File: config.mk
export PLATFORM = sky130hd
export DESIGN_NAME = key_conditioner
export DESIGN_NICKNAME = d
export VERILOG_FILES = /design/src/rtl/key_conditioner.sv
export SDC_FILE = /design/constraint.sdc
export NUM_CORES = 1
export LEC_CHECK = 0
export BUFFER_PORTS_ARGS = -buffer_cell sky130_fd_sc_hd__buf_4
export CAP_MARGIN = 20
export CORE_MARGIN = 1
export CORE_UTILIZATION = 60
export DETAILED_ROUTE_END_ITERATION = 16
export PLACE_DENSITY = 0.77
export SYNTH_ARGS = -nofsm -noshare
export SYNTH_HDL_FRONTEND = slang
export SYNTH_SLANG_ARGS = --single-unit
export TNS_END_PERCENT = 20
File: constraint.sdc
create_clock -name clk -period 5.6 [get_ports clk]
set_input_delay 0 -clock clk [delete_from_list [all_inputs] [get_ports clk]]
set_output_delay 0 -clock clk [all_outputs]
set_load 0.02 [all_outputs]
File: src/rtl/key_conditioner.sv
// Per-key push-button conditioning: 2-FF synchronizer, debounce filter and a
// press/hold/repeat state machine producing one-cycle event pulses.
module key_conditioner #(
    parameter int NKEYS           = 4,
    parameter int DEBOUNCE_CYCLES = 500000,
    parameter int REPEAT_DELAY    = 25000000,
    parameter int REPEAT_RATE     = 5000000
) (
    input  logic             clk,
    input  logic             reset,
    input  logic [NKEYS-1:0] key_n,
    input  logic [NKEYS-1:0] repeat_en,
    output logic [NKEYS-1:0] key_level,
    output logic [NKEYS-1:0] press_pulse,
    output logic [NKEYS-1:0] release_pulse,
    output logic [NKEYS-1:0] repeat_pulse
);

    localparam int DW   = (DEBOUNCE_CYCLES > 1) ? $clog2(DEBOUNCE_CYCLES) : 1;
    localparam int HMAX = (REPEAT_DELAY > REPEAT_RATE) ? REPEAT_DELAY : REPEAT_RATE;
    localparam int HW   = (HMAX > 1) ? $clog2(HMAX) : 1;

    // Counters hold "cycles already seen"; the last value triggers the event.
    localparam logic [DW-1:0] DB_LAST    = DW'(DEBOUNCE_CYCLES - 1);
    localparam logic [HW-1:0] DELAY_LAST = HW'(REPEAT_DELAY - 1);
    localparam logic [HW-1:0] RATE_LAST  = HW'(REPEAT_RATE - 1);

    typedef enum logic [1:0] {
        ST_RELEASED  = 2'd0,
        ST_HELD      = 2'd1,
        ST_REPEATING = 2'd2
    } key_state_t;

    logic [NKEYS-1:0]         sync1_q, sync1_d;
    logic [NKEYS-1:0]         sync2_q, sync2_d;
    logic [NKEYS-1:0]         level_q, level_d;
    logic [NKEYS-1:0][DW-1:0] db_cnt_q, db_cnt_d;
    logic [NKEYS-1:0][HW-1:0] hc_q, hc_d;
    key_state_t               state_q [NKEYS];
    key_state_t               state_d [NKEYS];
    logic [NKEYS-1:0]         press_q, press_d;
    logic [NKEYS-1:0]         release_q, release_d;
    logic [NKEYS-1:0]         repeat_q, repeat_d;
    logic [NKEYS-1:0]         key_s;

    assign key_s = ~sync2_q;

    always_comb begin
        sync1_d   = key_n;
        sync2_d   = sync1_q;
        level_d   = level_q;
        db_cnt_d  = db_cnt_q;
        hc_d      = hc_q;
        state_d   = state_q;
        press_d   = '0;
        release_d = '0;
        repeat_d  = '0;
        for (int i = 0; i < NKEYS; i++) begin
            // Any sample agreeing with the accepted level restarts the filter.
            if (key_s[i] == level_q[i]) begin
                db_cnt_d[i] = '0;
            end else if (db_cnt_q[i] == DB_LAST) begin
                level_d[i]  = key_s[i];
                db_cnt_d[i] = '0;
            end else begin
                db_cnt_d[i] = db_cnt_q[i] + 1'b1;
            end

            // The FSM looks at the level being accepted this edge so that
            // press/release pulses line up with the first cycle of the new level.
            case (state_q[i])
                ST_RELEASED: begin
                    if (level_d[i] && !level_q[i]) begin
                        press_d[i] = 1'b1;
                        hc_d[i]    = '0;
                        state_d[i] = ST_HELD;
                    end
                end
                ST_HELD: begin
                    if (!level_d[i] && level_q[i]) begin
                        release_d[i] = 1'b1;
                        state_d[i]   = ST_RELEASED;
                    end else if (!repeat_en[i]) begin
                        hc_d[i] = '0;
                    end else if (hc_q[i] == DELAY_LAST) begin
                        repeat_d[i] = 1'b1;
                        hc_d[i]     = '0;
                        state_d[i]  = ST_REPEATING;
                    end else begin
                        hc_d[i] = hc_q[i] + 1'b1;
                    end
                end
                ST_REPEATING: begin
                    if (!level_d[i] && level_q[i]) begin
                        release_d[i] = 1'b1;
                        state_d[i]   = ST_RELEASED;
                    end else if (!repeat_en[i]) begin
                        hc_d[i]    = '0;
                        state_d[i] = ST_HELD;
                    end else if (hc_q[i] == RATE_LAST) begin
                        repeat_d[i] = 1'b1;
                        hc_d[i]     = '0;
                    end else begin
                        hc_d[i] = hc_q[i] + 1'b1;
                    end
                end
                default: begin
                    state_d[i] = ST_RELEASED;
                    hc_d[i]    = '0;
                end
            endcase
        end
    end

    always_ff @(posedge clk) begin
        if (!reset) begin
            sync1_q   <= '1;
            sync2_q   <= '1;
            level_q   <= '0;
            db_cnt_q  <= '0;
            hc_q      <= '0;
            press_q   <= '0;
            release_q <= '0;
            repeat_q  <= '0;
            for (int i = 0; i < NKEYS; i++) begin
                state_q[i] <= ST_RELEASED;
            end
        end else begin
            sync1_q   <= sync1_d;
            sync2_q   <= sync2_d;
            level_q   <= level_d;
            db_cnt_q  <= db_cnt_d;
            hc_q      <= hc_d;
            press_q   <= press_d;
            release_q <= release_d;
            repeat_q  <= repeat_d;
            for (int i = 0; i < NKEYS; i++) begin
                state_q[i] <= state_d[i];
            end
        end
    end

    assign key_level     = level_q;
    assign press_pulse   = press_q;
    assign release_pulse = release_q;
    assign repeat_pulse  = repeat_q;

endmodule
==> summary.md, run 1 <==
| Metric | Value |
|---|---|
| Number of flops mapped to enable cells by yosys | `0` |
| CTS tree | `yes` |
| Post-Syn Instances | `around 1200` |
| Largest net degree at the start of global routing | `47` |
| Power per standard cell area | `approximately 270 nW/µm²` |
| GP Congestion | `between 0.9 and 1` |
| Clock Tree Root | `clkbuf_16` |
| H-tree levels | `1` |
| Initial core utilization | `0.6164` |
| Die Height | `approximately 130 µm` |
| DR WL/cell | `~15 µm` |
| Die X | `around 130 µm` |
| Buffers added on ports | `25` |
| Hold depth | `4` |
| Skew-Pair Late Insertion Delay | `0.51 ns` |
| FILL cells | `roughly 1300` |
| CTS max path bufs | `3` |
| Antenna violations before repair | `0` |
| Lkg Pwr | `roughly 3.8 nW` |
| P&R area growth vs syn | `12.61%` |
| DP HPWL | `~15000 µm` |
| Max FO, Critical Path | `19` |
| Period minus WS final | `roughly 3.2 ns` |
| Starting DRT DRC Count | `a little under 600` |
| Largest family of logic cells by synthesized area | `simple AND/OR/NAND/NOR gates` |
| Kind of critical path | `reg -> reg` |
| Final Hold Vio Count | `0` |
| GRT Total Usage | `0.2523` |
| Fin. max-slew vios | `0` |
| Synthesized-area fraction occupied by adder cells | `0.02927` |
| Synthesized area | `10260 µm²` |
| Flops & latches, synth | `roughly 210` |
| Status | `finished, final reports clean` |
| Number of global-route vias before repair | `a little over 8000` |
| Final Setup Violations | `0` |
| Global-route wire length before repair | `37890 µm` |
| Most common cell after layout, fill and taps aside | `dfxtp_1` |
| Via count | `approximately 8900` |
| Total wire length | `22100 µm` |
| Worst Tran Pin Value | `between 1 and 1.5 ns` |
| Post-synthesis compound-gate area fraction | `0.07525` |
| Synth Warn # | `0` |
| Register area share after synthesis | `0.4059` |
| Clock transition at path regs | `0.06 ns` |
| # IOs | `26` |
| Ant diodes | `0` |
| Peak VDD IR | `slightly above 0.0003 V` |
| Register-to-Register Path Depth | `6` |
| Fmax | `approximately 310 MHz` |
| Reg-to-reg critical path endpoint | `hc_q[99]$_SDFFE_PN0P_` |
| Vias per inst | `between 5 and 6` |
| Synth unique cells | `64` |
| Core box area | `roughly 17000 µm²` |
| Synthesized net count | `about 1300` |
| Drt pass-1 iters | `5` |
| Remaining Overflow, GRT | `0` |
| Die Area | `between 15000 and 20000 µm²` |
| DP Area | `10600 µm²` |
| CP Capture Type | `flop` |
| Tot Pwr | `approximately 0.0032 W` |
| Hold Crit Endpoint | `repeat_pulse[1]$_SDFF_PN0_` |
| Post-route cell area | `approximately 12000 µm²` |
| Simple-gate share of the synthesized area | `0.3424` |
| Layout cells sized above 1 | `0.06436` |
| Cts repair resizes | `0` |
| Crit path DAT | `around 3.6 ns` |
| RSZ-0062 raised after global routing | `false` |
| Worst relative slew slack | `0.3088` |
| Max Clock Skew | `just under 0.01 ns` |
| Flop-to-flop setup slack | `between 2 and 2.5 ns` |
| Worst Hold Launch | `repeat_en[1]` |
| DRT antenna net count | `0` |
| # DRC | `0` |
| Setup TNS | `0 ns` |
| CP Launch Type | `flop` |
| Max Cap Viol | `0` |
| Xor/xnor share of the synthesized area | `0.1067` |
| Most frequent cells in the layout | `208 x dfxtp_1, 165 x nor2_1, 96 x nand2_1` |
| WHS | `0.3444 ns` |
| Cts bufs inserted | `23` |
| Site Rows | `47` |
| Mean post-synth cell area | `approximately 8.4 µm²` |
| Tcrit/Tclk final | `0.5698` |
| Synth Flop Type | `dfxtp_1` |
| Layout Nets | `around 1300` |
| WP data required | `5.96 ns` |
| Mux cell area share after synthesis | `0.01183` |
| Reg2reg start | `db_cnt_q[63]$_SDFF_PP0_` |
| Clock sink count | `208` |
| Min-delay worst type | `in -> reg` |
| Async set-reset flop share out of synthesis | `0` |
==> synth_stat cells, types with 17 or more instances <==
cell type  number  share of area
xnor2_1        59          0.050
nand4_1        55          0.034
inv_1          35          0.013
and3_1         31          0.019
ha_1           24          0.029
nand3_1        90          0.044
nand2_1        96          0.035
xor2_1         66          0.056
a21oi_1        43          0.021
nor3_1         33          0.016
and4_1         26          0.022
or3_1          31          0.019
o21ai_0        31          0.015
nor4_1         36          0.022
nor4b_1        17          0.015
nor2_1        165          0.060
dfxtp_1       208           0.41
clkbuf_1       34          0.012
==> stage by stage <==
step | setup WS [ns] | utilization | instances
detailed placement | 2.404 | 0.6372 | 1437
CTS | 2.385 | 0.6930 | 1491
global placement | 2.485 | 0.6372 | 1437
global route | 2.129 | 0.6942 | 1494
floorplan | 2.942 | - | 1226
finish | 2.409 | 0.6942 | 1494
==> cell type report <==
| class | instances | area [µm²] | share of cell area |
|---|---|---|---|
| Clock buffer | 32 | 649.4 | 0.05621 |
| Tap cell | 220 | 275.3 | 0.02383 |
| Timing Repair Buffer | 47 | 382.9 | 0.03314 |
| Inverter | 35 | 131.4 | 0.01137 |
| Multi-Input combinational cell | 943 | 5801 | 0.5021 |
| Sequential cell | 208 | 4164 | 0.3604 |
| Clock inverter | 9 | 148.9 | 0.01289 |
==> critical path: stages (launching register included) <==
cell     delay (ns)
dfxtp_1        0.35
or4b_1         0.51
or3_1          0.40
o41a_1         0.61
o21a_1         0.41
nor2_1         0.64
nor4b_1        0.14
==> logic make-up (layout without fill, tap and decap cells) <==
logic type / Yosys count / count (layout)
DFF: 208 / 208
buffers and inverters: 75 / 123
muxes: 12 / 12
and+or+nand+nor: 655 / 655
AOI/OAI and AO/OA: 127 / 127
xor gates and xnor gates: 125 / 125
adders and majority gates: 24 / 24
==> timing repair <==
item | 4_1_cts | 5_1_grt
hold endpoints to repair | 16 | 0
hold buffers | 13 | 0
buffers inserted | 0 | 0
==> layer usage <==
layer	GRT usage	share of wire
met1	0.3334	0.47
met2	0.4269	0.47
met3	0.03142	0.040
met4	0.08238	0.020
met5	0	0
==> how the worst max path moves through the flow <==
stage	end	from	slack [ns]	cells past startpoint
2_1_floorplan	hc_q[88]$_SDFFE_PN0P_	db_cnt_q[63]$_SDFF_PP0_	2.94	8
3_3_place_gp	hc_q[99]$_SDFFE_PN0P_	db_cnt_q[63]$_SDFF_PP0_	2.49	6
3_5_place_dp	hc_q[99]$_SDFFE_PN0P_	db_cnt_q[63]$_SDFF_PP0_	2.40	6
4_1_cts	hc_q[41]$_SDFFE_PN0P_	db_cnt_q[19]$_SDFF_PP0_	2.39	7
5_1_grt	hc_q[24]$_SDFFE_PN0P_	db_cnt_q[10]$_SDFF_PP0_	2.13	7
6_report	hc_q[99]$_SDFFE_PN0P_	db_cnt_q[63]$_SDFF_PP0_	2.41	6
==> state kept, by name (all words and copies together), names as in the netlist <==
register,flops
release_pulse,4
sync2_q,4
db_cnt_q,76
state_q,8
press_pulse,4
hc_q,100
sync1_q,4
key_level,4
repeat_pulse,4
==> report_power, final <==
group | leakage (nW) | switching, W | total (W) | internal (W)
clock | 0.395 | 0.000592 | 0.00158 | 0.000992
combinational | 1.72 | 0.0000569 | 0.0000846 | 0.0000276
sequential | 1.68 | 0.00000429 | 0.00149 | 0.00148
Note: power is estimated with default switching activity, not from simulation.
==> run 2: changes to the inputs <==
CORE_UTILIZATION = 57   (was 60)
clock period = 2.75 ns   (was 5.6 ns; I/O delays follow)
==> run 2 against run 1 <==
- clock skew rose by 0.0097 ns
- routed wire length fell by 0.95%
- critical path depth did not move
- highest routed layer unchanged
- non-clock buffer count rose by 22
- setup slack got worse by 2.3 ns
- fmax rose by 22%
- total power rose by 100%
- sequential power rose by 100%
- first-iteration DRC count rose by 13%
- largest power group unchanged
- count of clock-buffer cells in the layout fell by 1
- clock power rose by 99%
- design area rose by 1.5%
==> summary.md, run 2 (synthesized netlist as in run 1, its figures left out) <==
| Metric | Value |
|---|---|
| Status | `finished, final reports clean` |
| Starting DRT DRC Count | `672 (+13%)` |
| Clock transition at path regs | `0.06 ns (about the same)` |
| Placed cell count | `1467 (+2.1%)` |
| Critical path's top delay family | `simple AND/OR/NAND/NOR gates` |
| Register with the most flip-flops | `hc_q` |
| Setup ws final | `0.1267 ns (-2.282 ns)` |
| DRT antenna net count | `0 (unchanged)` |
| Max Cap Viol | `0 (unchanged)` |
| WP data required | `3.19 ns (-2.77 ns)` |
| Site Rows | `48 (+2.1%)` |
| Final Setup Violations | `0 (unchanged)` |
| Initial core utilization | `0.5890 (-0.02741)` |
| Final Hold Vio Count | `0 (unchanged)` |
| Via count | `8978 (+1.2%)` |
| GP Congestion | `0.9179 (-0.95%)` |
| Worst relative slew slack | `0.4377 (+0.1289)` |
| GRT Total Usage | `0.2383 (-0.01401)` |
| CP Capture Type | `flop` |
| Most frequent cells in the layout | `208 x dfxtp_1, 165 x nor2_1, 96 x nand2_1` |
| FILL cells | `1447 (+8.2%)` |
| Remaining Overflow, GRT | `0 (unchanged)` |
| Layout cells sized above 1 | `0.08404 (+0.01968)` |
| Max reg flops | `100 (unchanged)` |
| DP HPWL | `15020 µm (+1.9%)` |
| Tcrit/Tclk final | `0.9539 (+0.3841)` |
| DP Area | `10800 µm² (+1.8%)` |
| Setup TNS | `0 ns (unchanged)` |
| Lkg Pwr | `3.903 nW (+2.8%)` |
| Largest regs | `hc_q: 100 flops, db_cnt_q: 76 flops, state_q: 8 flops` |
| Max Clock Skew | `0.01949 ns (+0.009688 ns)` |
| CP Buf/Inv Count | `0 (unchanged)` |
| Total wire length | `21890 µm (-0.95%)` |
| Largest net degree at the start of global routing | `31 (-34%)` |
| Vias per inst | `5.899 (-0.67%)` |
| Kind of critical path | `reg -> reg` |
| P&R area growth vs syn | `14.26%` |
| Crit path largest cell delay | `0.51 ns (-0.13 ns)` |
| Skew-Pair Late Insertion Delay | `0.52 ns (about the same)` |
| Post-route cell area | `11720 µm² (+1.5%)` |
| Die Area | `18540 µm² (+5.2%)` |
| Number of global-route vias before repair | `7975 (-2.7%)` |
| Critical path, cell by cell | `or4b_1 > or3_1 > o41a_1 > or2_1 > or4_1 > o21ai_1` |
| Total setup buffers inserted after CTS | `0 (unchanged)` |
| Power per standard cell area | `541.9 nW/µm² (+98%)` |
| Peak VDD IR | `0.0005994 V (+96%)` |
| Most common cell after layout, fill and taps aside | `dfxtp_1` |
| Min-delay worst type | `in -> reg` |
| Clock sink count | `208 (unchanged)` |
| Clock Tree Root | `clkbuf_16` |
| Slowest-stage cell, CP | `or4b_1` |
| Period minus WS final | `2.623 ns (-0.5678 ns)` |
| Core box area | `17420 µm² (+4.7%)` |
| Worst Tran Pin Value | `0.8395 ns (-0.1973 ns)` |
| Layout Nets | `1314 (+1.7%)` |
| Flop-to-flop setup slack | `0.13 ns (-2.28 ns)` |
| Buffers added on ports | `25 (unchanged)` |
| CTS max path bufs | `3 (unchanged)` |
| # DRC | `0 (unchanged)` |
| Ant diodes | `0 (unchanged)` |
| Die Height | `136.2 µm (+2.6%)` |
| Tot Pwr | `0.006351 W (+100%)` |
| H-tree levels | `1 (unchanged)` |
| Global-route wire length before repair | `36980 µm (-2.4%)` |
| Die X | `136.2 µm (+2.6%)` |
| Max FO, Critical Path | `9 (-10)` |
| DR WL/cell | `14.39 µm (-2.8%)` |
| Layout Cells excl Fill | `1522 (+1.9%)` |
| DP Worst Slack | `0.1207 ns (-2.283 ns)` |
| CP Launch Type | `flop` |
| Fin. max-slew vios | `0 (unchanged)` |
| Cts bufs inserted | `23 (unchanged)` |
| Hold depth | `3 (-1)` |
| RSZ-0062 raised after global routing | `false` |
| Crit path DAT | `3.06 ns (-0.49 ns)` |
| Register-to-Register Path Depth | `6 (unchanged)` |
| CTS tree | `yes` |
| # IOs | `26 (unchanged)` |
| Drt pass-1 iters | `5 (unchanged)` |
| Worst path depth | `6 (unchanged)` |
| Fmax | `381.2 MHz (+22%)` |
| Antenna violations before repair | `0 (unchanged)` |
-- run 2: cell types whose count changed in the layout (fill, tap and decap cells not counted) --
cell / delta
clkinv_4: +1
buf_4: +24
clkbuf_1: -4
or2_0: -1
clkbuf_4: -1
bufinv_16: -2
buf_2: -1
clkbuf_8: +3
or2_1: +1
clkinvlp_4: +2
clkinv_2: +1
-- run 2: per-stage QoR --
stage               utilization  hold slack (ns)
CTS                      0.6730           0.2071
detailed placement       0.6200           0.1863
floorplan                     -           0.1015
global route             0.6730           0.2200
global placement         0.6200           0.1824
finish                   0.6730           0.2268
-- run 2: what timing repair did --
| item | in CTS | in global routing |
|---|---|---|
| endpoints found under the hold margin | 24 | 0 |
| hold buffers | 13 | 0 |
| setup endpoints to repair | 0 | 4 |
| gates resized for setup | 0 | 1 |
-- run 2: path summary, 6_finish.rpt --
path / from / end
max: db_cnt_q[63]$_SDFF_PP0_ / hc_q[80]$_SDFFE_PN0P_
min: key_n[2] / sync1_q[2]$_SDFF_PN1_
max reg2reg: db_cnt_q[63]$_SDFF_PP0_ / hc_q[80]$_SDFFE_PN0P_
min reg2reg: sync1_q[2]$_SDFF_PN1_ / sync2_q[2]$_SDFF_PN1_
-- run 2: per-layer routing --
layer | wire length [µm] | GRT usage
met1 | 10710 | 0.3386
met2 | 9702 | 0.3720
met3 | 1048 | 0.03505
met4 | 432 | 0.07037
met5 | 0 | 0
-- run 2: worst min-delay path: stages --
cell	delay (ns)
dlygate4sd3_1	0.53
buf_4	0.10
nand2b_1	0.08
-- run 2: layout make-up --
type	count	area, µm²	area share
clock buffer	31	675.6	0.05764
multi-input combinational	943	5801	0.4949
tap	225	281.5	0.02402
timing repair buffer	69	550.5	0.04697
clock inverter	11	117.6	0.01003
inverter	35	131.4	0.01121
sequential	208	4164	0.3553
-- run 2: report_power, final --
group	total (W)	internal (W)	switching [W]
clock	0.00314	0.00191	0.00123
sequential	0.00303	0.00302	0.00000797
combinational	0.000181	0.0000636	0.000117
total	0.00635	0.00500	0.00135
==> run 3: changes to the inputs <==
CORE_ASPECT_RATIO = 0.9   (was default)
==> run 3 against run 2 <==
- hold slack improved by 0.017 ns
- count of clock-buffer cells in the layout fell by 2
- final cell count up 1.5%
- critical endpoint is now hc_q[88]$_SDFFE_PN0P_
==> summary.md, run 3 (synthesized netlist as in run 1, its figures left out) <==
| Metric | Value |
|---|---|
| Final core occ | `0.6726 (about the same)` |
| WHS | `0.2437 ns (+0.01693 ns)` |
| WP data required | `3.19 ns (about the same)` |
| Top Metal Used | `met4` |
| CP Launch Type | `flop` |
| RSZ-0062 raised after global routing | `true` |
| Layout cells sized above 1 | `0.08736 (+0.003316)` |
| DP Area | `10880 µm² (+0.73%)` |
| Cts bufs inserted | `23 (unchanged)` |
| Skew-Pair Late Insertion Delay | `0.50 ns (-0.02 ns)` |
| Largest regs | `hc_q: 100 flops, db_cnt_q: 76 flops, state_q: 8 flops` |
| DP Worst Slack | `0.1181 ns (-0.002623 ns)` |
| Register-to-Register Path Depth | `6 (unchanged)` |
| Most frequent cells in the layout | `208 x dfxtp_1, 165 x nor2_1, 96 x nand2_1` |
| Peak VDD IR | `0.0005268 V (-12%)` |
| Buffers added on ports | `25 (unchanged)` |
| Worst Hold Launch | `key_n[3]` |
| Tot Pwr | `0.006563 W (+3.3%)` |
| Via count | `9043 (+0.72%)` |
| Layout Nets | `1323 (+0.68%)` |
| Site Rows | `46 (-4.2%)` |
| Reg-to-reg critical path endpoint | `hc_q[88]$_SDFFE_PN0P_` |
| Routed length on met3 | `1263 µm (+21%)` |
| Final Setup Violations | `0 (unchanged)` |
| Most common cell after layout, fill and taps aside | `dfxtp_1` |
| Power per standard cell area | `554.1 nW/µm² (+2.3%)` |
| CTS tree | `yes` |
| M1 WL | `10820 µm (+1.0%)` |
| Largest net degree at the start of global routing | `33 (+6.5%)` |
| Remaining Overflow, GRT | `0 (unchanged)` |
| Max Cap Viol | `0 (unchanged)` |
| Kind of critical path | `reg -> reg` |
| Register with the most flip-flops | `hc_q` |
| Setup ws final | `0.09044 ns (-0.03630 ns)` |
| P&R area growth vs syn | `15.47%` |
| Hold depth | `3 (unchanged)` |
| Fin. max-slew vios | `0 (unchanged)` |
| Number of global-route vias before repair | `8284 (+3.9%)` |
| DRT antenna net count | `0 (unchanged)` |
| Antenna violations before repair | `0 (unchanged)` |
| WL met2 | `10350 µm (+6.7%)` |
| Die Height | `129.3 µm (-5.1%)` |
| Core box area | `17610 µm² (+1.1%)` |
| Ant diodes | `0 (unchanged)` |
| Crit path DAT | `3.10 ns (+0.04 ns)` |
| Min-delay worst type | `in -> reg` |
| Worst relative slew slack | `0.5012 (+0.06348)` |
| Status | `finished, final reports clean` |
| Fmax | `376.0 MHz (-1.4%)` |
| DP HPWL | `15390 µm (+2.5%)` |
| Max Clock Skew | `0.01006 ns (-0.009433 ns)` |
| CTS max path bufs | `3 (unchanged)` |
| Reg2reg start | `db_cnt_q[63]$_SDFF_PP0_` |
| Die Area | `18540 µm² (about the same)` |
| Total setup buffers inserted after CTS | `0 (unchanged)` |
| Period minus WS final | `2.660 ns (+0.03630 ns)` |
| Drt pass-1 iters | `5 (unchanged)` |
| Total wire length | `22830 µm (+4.3%)` |
| Tcrit/Tclk final | `0.9671 (+0.01320)` |
| Global-route wire length before repair | `38950 µm (+5.3%)` |
| # IOs | `26 (unchanged)` |
| Clock transition at path regs | `0.06 ns (about the same)` |
| Post-route cell area | `11850 µm² (+1.1%)` |
| Starting DRT DRC Count | `542 (-19%)` |
| Worst Tran Pin Value | `0.7466 ns (-0.09291 ns)` |
| Lkg Pwr | `3.948 nW (+1.2%)` |
| Hold Crit Endpoint | `sync1_q[3]$_SDFF_PN1_` |
| H-tree levels | `1 (unchanged)` |
| Flop-to-flop setup slack | `0.09 ns (-0.04 ns)` |
| Final Hold Vio Count | `0 (unchanged)` |
| Max reg flops | `100 (unchanged)` |
| Initial core utilization | `0.5825 (-0.006528)` |
| CP Capture Type | `flop` |
| Clock Tree Root | `clkbuf_16` |
| Clock sink count | `208 (unchanged)` |
| DR WL/cell | `14.78 µm (+2.7%)` |
| Max FO, Critical Path | `7 (-2)` |
| Vias per inst | `5.853 (-0.78%)` |
| GP Congestion | `0.9398 (+2.4%)` |
| GRT Total Usage | `0.2503 (+0.01204)` |
| Die X | `143.4 µm (+5.3%)` |
| # DRC | `0 (unchanged)` |
-- run 3: layer usage --
metal  up-vias  GRT usage
met1      4216     0.3476
met4         0    0.05945
li1       4528          -
met5         -          0
met3        37    0.03732
met2       262     0.4095
-- run 3: worst max-delay path, stage by stage (launching register included) --
cell	delay, ns
dfxtp_1	0.35
or4b_1	0.51
or3_1	0.35
o41a_1	0.43
or4_4	0.57
or3_1	0.32
nand3_1	0.08
-- run 3: cell type report --
class | instances | area, µm²
multi-input combinational | 943 | 5801
fill | 1488 | 5767
sequential | 208 | 4164
clock buffer | 29 | 628.1
timing repair buffer | 78 | 620.6
tap | 240 | 300.3
clock inverter | 12 | 200.2
inverter | 35 | 131.4
-- run 3: worst max-delay path by stage --
| stage | from | to | slack (ns) |
|---|---|---|---|
| floorplan | db_cnt_q[63]$_SDFF_PP0_ | hc_q[88]$_SDFFE_PN0P_ | 0.09 |
| global placement | db_cnt_q[63]$_SDFF_PP0_ | hc_q[88]$_SDFFE_PN0P_ | 0.17 |
| detailed placement | db_cnt_q[63]$_SDFF_PP0_ | hc_q[88]$_SDFFE_PN0P_ | 0.12 |
| CTS | db_cnt_q[63]$_SDFF_PP0_ | hc_q[88]$_SDFFE_PN0P_ | 0.09 |
| global route | db_cnt_q[63]$_SDFF_PP0_ | hc_q[88]$_SDFFE_PN0P_ | -0.007 |
| finish | db_cnt_q[63]$_SDFF_PP0_ | hc_q[88]$_SDFFE_PN0P_ | 0.09 |
-- run 3: per-stage QoR --
stage                 TNS, ns  instances
finish                      0       1545
global route        -0.006505       1545
CTS                         0       1545
detailed placement          0       1490
global placement            0       1490
floorplan                   0       1226
-- run 3: report_power, final --
part           switching (W)  internal (W)  total, W
registers         0.00000786       0.00302   0.00303
logic               0.000121     0.0000690  0.000190
clock network        0.00125       0.00209   0.00334
-- run 3: repair_timing --
item | 4_1_cts | 5_1_grt
resized for setup | 0 | 1
hold buffers | 14 | 0
hold endpoints to repair | 25 | 0
setup endpoints to repair | 0 | 6
